--- config.mk ---
export PLATFORM = sky130hd
export DESIGN_NAME = simplez_core
export DESIGN_NICKNAME = d
export VERILOG_FILES = /design/src/rtl/simplez_core.sv
export SDC_FILE = /design/constraint.sdc
export NUM_CORES = 1
export LEC_CHECK = 0
export CAP_MARGIN = 40
export CORE_ASPECT_RATIO = 1.75
export CORE_UTILIZATION = 54
export CTS_CLUSTER_DIAMETER = 200
export DETAILED_ROUTE_END_ITERATION = 7
export PLACE_DENSITY = 0.95
export REMOVE_ABC_BUFFERS = 1
export SLEW_MARGIN = 10
export SYNTH_ARGS = -nofsm -noshare
export SYNTH_HDL_FRONTEND = slang
export SYNTH_SLANG_ARGS = --single-unit
--- constraint.sdc ---
create_clock -name clk -period 8.1 [get_ports clk]
set_input_delay 2.025 -clock clk [delete_from_list [all_inputs] [get_ports clk]]
set_output_delay 2.025 -clock clk [all_outputs]
set_load 0.05 [all_outputs]
--- src/rtl/simplez_core.sv ---
// SIMPLEZ processor core: CP/RI/AC/Z registers plus a fetch/decode/operand/execute
// sequencer for a 1-cycle-latency synchronous memory, with HALT/resume and debug taps.
module simplez_core #(
  parameter int unsigned DATAW    = 12,
  parameter int unsigned ADDRW    = 9,
  parameter int unsigned RESET_PC = 0
) (
  input  logic             clk,
  input  logic             rstn,
  input  logic             cont,
  output logic [ADDRW-1:0] mem_addr,
  output logic             mem_rd,
  output logic             mem_wr,
  output logic [DATAW-1:0] mem_wdata,
  input  logic [DATAW-1:0] mem_rdata,
  output logic             halted,
  output logic [ADDRW-1:0] pc,
  output logic [DATAW-1:0] acc,
  output logic [DATAW-1:0] ri
);
  localparam int unsigned OPW = 3;

  typedef enum logic [2:0] {
    OP_ST, OP_LD, OP_ADD, OP_BR, OP_BZ, OP_CLR, OP_DEC, OP_HALT
  } op_e;

  typedef enum logic [2:0] {
    S_FETCH, S_DECODE, S_OPER, S_EXEC, S_HALTED
  } state_e;

  state_e           state, state_nxt;
  logic [ADDRW-1:0] pc_nxt;
  logic [DATAW-1:0] acc_nxt, ri_nxt;
  logic             z, z_nxt;
  logic [ADDRW-1:0] addr_c;
  logic             rd_c, wr_c;

  op_e              dec_op, ri_op;
  logic [ADDRW-1:0] dec_cd, ri_cd, pc_inc;
  logic [DATAW-1:0] acc_sum, acc_dec;

  // Decode straight from the read bus in DECODE; later states use the latched RI.
  assign dec_op  = op_e'(mem_rdata[DATAW-1 -: OPW]);
  assign dec_cd  = mem_rdata[ADDRW-1:0];
  assign ri_op   = op_e'(ri[DATAW-1 -: OPW]);
  assign ri_cd   = ri[ADDRW-1:0];
  assign pc_inc  = pc + ADDRW'(1);
  assign acc_sum = acc + mem_rdata;
  assign acc_dec = acc - DATAW'(1);

  always_ff @(posedge clk) begin
    if (!rstn) begin
      state <= S_FETCH;
      pc    <= ADDRW'(RESET_PC);
      acc   <= '0;
      z     <= 1'b1;
      ri    <= '0;
    end else begin
      state <= state_nxt;
      pc    <= pc_nxt;
      acc   <= acc_nxt;
      z     <= z_nxt;
      ri    <= ri_nxt;
    end
  end

  always_comb begin
    state_nxt = state;
    pc_nxt    = pc;
    acc_nxt   = acc;
    z_nxt     = z;
    ri_nxt    = ri;
    addr_c    = pc;
    rd_c      = 1'b0;
    wr_c      = 1'b0;
    case (state)
      S_FETCH: begin
        rd_c      = 1'b1;
        state_nxt = S_DECODE;
      end
      S_DECODE: begin
        ri_nxt    = mem_rdata;
        pc_nxt    = pc_inc;
        state_nxt = S_FETCH;
        case (dec_op)
          OP_ST, OP_LD, OP_ADD: state_nxt = S_OPER;
          OP_BR:   pc_nxt = dec_cd;
          OP_BZ:   if (z) pc_nxt = dec_cd;
          OP_CLR: begin
            acc_nxt = '0;
            z_nxt   = 1'b1;
          end
          OP_DEC: begin
            acc_nxt = acc_dec;
            z_nxt   = (acc_dec == '0);
          end
          OP_HALT: state_nxt = S_HALTED;
        endcase
      end
      S_OPER: begin
        addr_c = ri_cd;
        if (ri_op == OP_ST) begin
          wr_c      = 1'b1;
          state_nxt = S_FETCH;
        end else begin
          rd_c      = 1'b1;
          state_nxt = S_EXEC;
        end
      end
      S_EXEC: begin
        acc_nxt   = (ri_op == OP_LD) ? mem_rdata : acc_sum;
        z_nxt     = (acc_nxt == '0);
        state_nxt = S_FETCH;
      end
      S_HALTED: begin
        if (cont) state_nxt = S_FETCH;
      end
      default: state_nxt = S_FETCH;
    endcase
  end

  // Strobes and halted are gated by reset so an interrupted ST never lands.
  assign mem_addr  = addr_c;
  assign mem_rd    = rd_c & rstn;
  assign mem_wr    = wr_c & rstn;
  assign mem_wdata = acc;
  assign halted    = rstn & (state == S_HALTED);

endmodule

==> results summary <==
The run finished, with violations left. The checks that failed: DRC. The number of distinct library cells after synthesis is 64. In this run the remaining antenna-violating nets after routing total 0.

The share of total power dissipated in sequential elements is 0.388. The height of the die is 100.0 um. The amount of wire on met2 after detailed routing came out at 4391 um. The area fraction in and, or, nand and nor cells after synthesis came out at 0.2578. The number of I/O pins came out at 72. The clock-pin slew on the worst setup and hold paths came out at 0.07 ns.

The fraction of power spent switching nets is 0.3923. Summed over all nets, wire length on met3 after detailed routing comes to 364 um. Dividing the detail-routed via count by the number of cells gives 6.440. The switching power of the nets is 0.0002084 W. The cell row count came out at 35. The congestion estimate from routability-driven global placement came to 0.9007. The area growth from synthesis to layout is 23.97%.

The cell with the biggest individual delay on the critical path is clkdlybuf4s50_1. The synthesized design spends more area on one cell type than any other, namely dfxtp_1. Among all flip-flop cells after synthesis, the most frequent one is dfxtp_1. The worst setup margin is 2.082 ns. After detailed routing, no signal wire sits above met4. The number of buffers created by CTS came out at 5. The global-route wire length before repair came out at 13180 um. The buffer levels on the longest clock path came out at 2.

For this run, the detailed router's first-pass iteration total came to 7. The total die area is 5803 um^2. The total count of max-transition violations in the final report came out at 0. The power per cell area came out at 144.5 nW/um^2. The clock latency at the later pin of the worst-skew pair is 0.29 ns. At the worst endpoint, the arrival time is 3.99 ns.

The hold violation total from the final report is 0. The half-perimeter wire length after placement came out at 5988 um. The synthesized design contains 0 enable-type register cells.

The count of yosys warnings during synthesis is 0. Based on the critical path, the design can be clocked at up to 166.2 MHz. The path class of the tightest hold or removal check is flip-flop to flip-flop. TritonCTS built the clock tree. The portion of total power attributed to combinational logic is 0.371.

For the finished layout, the period the worst path requires is 6.018 ns. Setup repair after global routing left no endpoint under its margin. The core box area is 5255 um^2. The fraction of synthesized area in multiplexers is 0.04768. After detailed routing, the wire length on met1 is 3128 um. The data required time at the worst endpoint is 6.08 ns. For this configuration, the core starts out at a cell density of 0.5643. The floorplan step set the die width to 58.02 um.

The critical path is of the input port to output pin type. The maximum cell stage delay along the critical path came out at 0.83 ns. STA classifies the critical path startpoint as an input port. The number of failing setup endpoints in the final timing report came out at 0.

Max-cap violations in this run came to 0. In this run, post-CTS hold repair placed 0 buffers. The internal power component is 0.0003227 W.

Of the total synthesized cell area, the portion taken by full adders, half adders and majority gates is 0.06582. The maximum level of the CTS H-tree is 2. The number of inserted diodes is 0.

In the routed design, unresolved DRC markers number 4. The remaining max-slew budget at the tightest pin is 0.3817. The share of post-route cells with drive strength above 1 came out at 0.07834. The signal on the critical path passes through clkdlybuf4s50_1, buf_4, nand2b_1, a211oi_1, clkdlybuf4s50_1. Each instance of the synthesized netlist takes up on average 7.702 um^2. The initial antenna violation count is 0. The detailed-route wire length is 8216 um. The proportion of synthesized flip-flops having asynchronous set or reset came out at 0. Of the post-synthesis cell area, the dominant cell type holds 0.2498. For the pin with the worst max-slew slack, the measured transition is 0.9240 ns. The fraction of the mapped netlist area in compound gates came to 0.2764.

Across all layers, the routed design uses 3149 vias. The final critical-path share of the clock period is 0.7430. The count of buffers added on input and output ports is 71. The count of clock tree sinks came out at 37. The total congestion overflow after global routing came out at 0. The number of resized instances in the post-cts repair step is 0. The worst voltage drop across the vdd grid came out at 75.55 uV. By area, the combinational part of the netlist is dominated by compound AO/OA/AOI/OAI gates. For this design the static power due to leakage is 1.370 nW. Entering global routing, the biggest net connects 31 pins.

The combined buffer and inverter count along the critical path is 3. The number of DRC markers in iteration 0 is 188. The CTS root buffer is clkbuf_8. The post-layout instance count excluding filler cells came out at 489.

The share of total power dissipated in the clock network is 0.241. Along the worst path, the maximum fanout reaches 30. The share of synthesized area occupied by flip-flops and latches came out at 0.2498. The worst setup skew after layout came out at 0.004396 ns. The post-synthesis xor/xnor area fraction came out at 0.03249. After layout, the design draws a total of 0.0005311 W. The global routing usage summed across all routing layers is 0.2870. Broken down by cell family, the worst path's largest delay share belongs to buffers and inverters. The post-synthesis instance area came out at 2965 um^2. The number of nets in the final layout came out at 463. The most frequent cell on the critical path is clkdlybuf4s50_1. The cell total after placement is 481. Ranked by total cell area, the synthesized netlist is headed by dfxtp_1 25%, nand2_1 6.6%, ha_1 5.9%. The worst setup path is captured at an output pin. The via count of the first global-routing pass came to 2988. The synthesized flop and latch total is 37. The post-CTS setup buffer count is 0. The detail-routed net length per standard cell came out at 16.80 um.

The post-synthesis cell count came out at 385. The pre-CTS worst setup slack came out at 2.097 ns. After routing, the total negative slack on setup checks comes to 0 ns.
[layout by cell type (no fill, tap or decap), drive strengths merged, types with 4 or more instances in the layout]
master,count
and2,7
dfxtp,37
xnor2,6
mux2i,4
ha,14
nand3,6
xor2,5
nor4,6
nor3,12
clkbuf,6
o21ai,27
inv,4
nand2b,5
nor2,29
a211oi,10
and3,4
nand2,52
buf,5
clkdlybuf4s50,71
a21oi,24
nor3b,10
mux2,9
a21boi,17
[registers in the layout, summed over array words and instances (netlist names)]
register / flops
ri: 12
state: 3
z: 1
acc: 12
pc: 9
[routing by layer]
layer,up-vias,track usage
li1,1493,-
met1,1500,0.3008
met2,119,0.5172
met3,37,0.04381
met4,0,0.1795
met5,-,0
[cell families after synthesis]
logic type / Yosys count
compound gates: 119
xor+xnor: 11
buf+inv: 40
flops: 37
simple gates: 150
fa+ha+maj: 15
mux: 13
[worst min-delay path, stage by stage (launching register included)]
cell	delay [ns]
dfxtp_1	0.32
nand2_1	0.05
a21boi_0	0.06
[path summary, 6_finish.rpt]
check,from,endpoint,slack (ns),depth (start not counted)
max reg2reg,acc[0]$_SDFFE_PN0P_,z$_SDFFE_PN1P_,5.25,9
min reg2reg,ri[3]$_SDFFE_PN0N_,ri[3]$_SDFFE_PN0N_,0.48,2
min,ri[3]$_SDFFE_PN0N_,ri[3]$_SDFFE_PN0N_,0.48,2
max,rstn,mem_rd,2.08,5
[layout make-up]
class                      count  area, um^2
clock buffer                   6       72.57
clock inverter                 2       10.01
fill                         419        1579
inverter                       5       18.77
multi-input combinational    308        2017
sequential                    37       740.7
tap                           55       68.82
timing repair buffer          76       748.2
[metrics by stage]
step | instance area (um^2) | utilization | hold slack, ns
after global routing | 3676 | 0.6995 | 0.4998
after CTS | 3676 | 0.6995 | 0.4860
after detailed placement | 3593 | 0.6838 | 0.4762
after floorplan | 2776 | - | 0.5124
after global placement | 3586 | 0.6824 | 0.4653
final | 3676 | 0.6995 | 0.4824
[synth_stat cells, types with 6 or more instances]
| master | count |
|---|---|
| ha_1 | 14 |
| and2_1 | 6 |
| mux2_2 | 9 |
| dfxtp_1 | 37 |
| nor3_1 | 12 |
| a211oi_1 | 10 |
| clkbuf_1 | 20 |
| buf_4 | 13 |
| nand3_1 | 6 |
| xnor2_1 | 6 |
| nor4_1 | 6 |
| a21oi_1 | 24 |
| nor3b_1 | 9 |
| o21ai_0 | 27 |
| nor2_1 | 29 |
| a21boi_0 | 17 |
| nand2_1 | 52 |
[power groups by stage]
stage / Combinational (W) / Sequential [W] / Clock [W]
after floorplan: 0.0000938 / 0.000245 / 0
after global placement: 0.000187 / 0.000210 / 0
after detailed placement: 0.000193 / 0.000210 / 0
after CTS: 0.000195 / 0.000206 / 0.000129
after global routing: 0.000209 / 0.000208 / 0.000135
final: 0.000197 / 0.000206 / 0.000128
(Power assumes the default switching activity.)
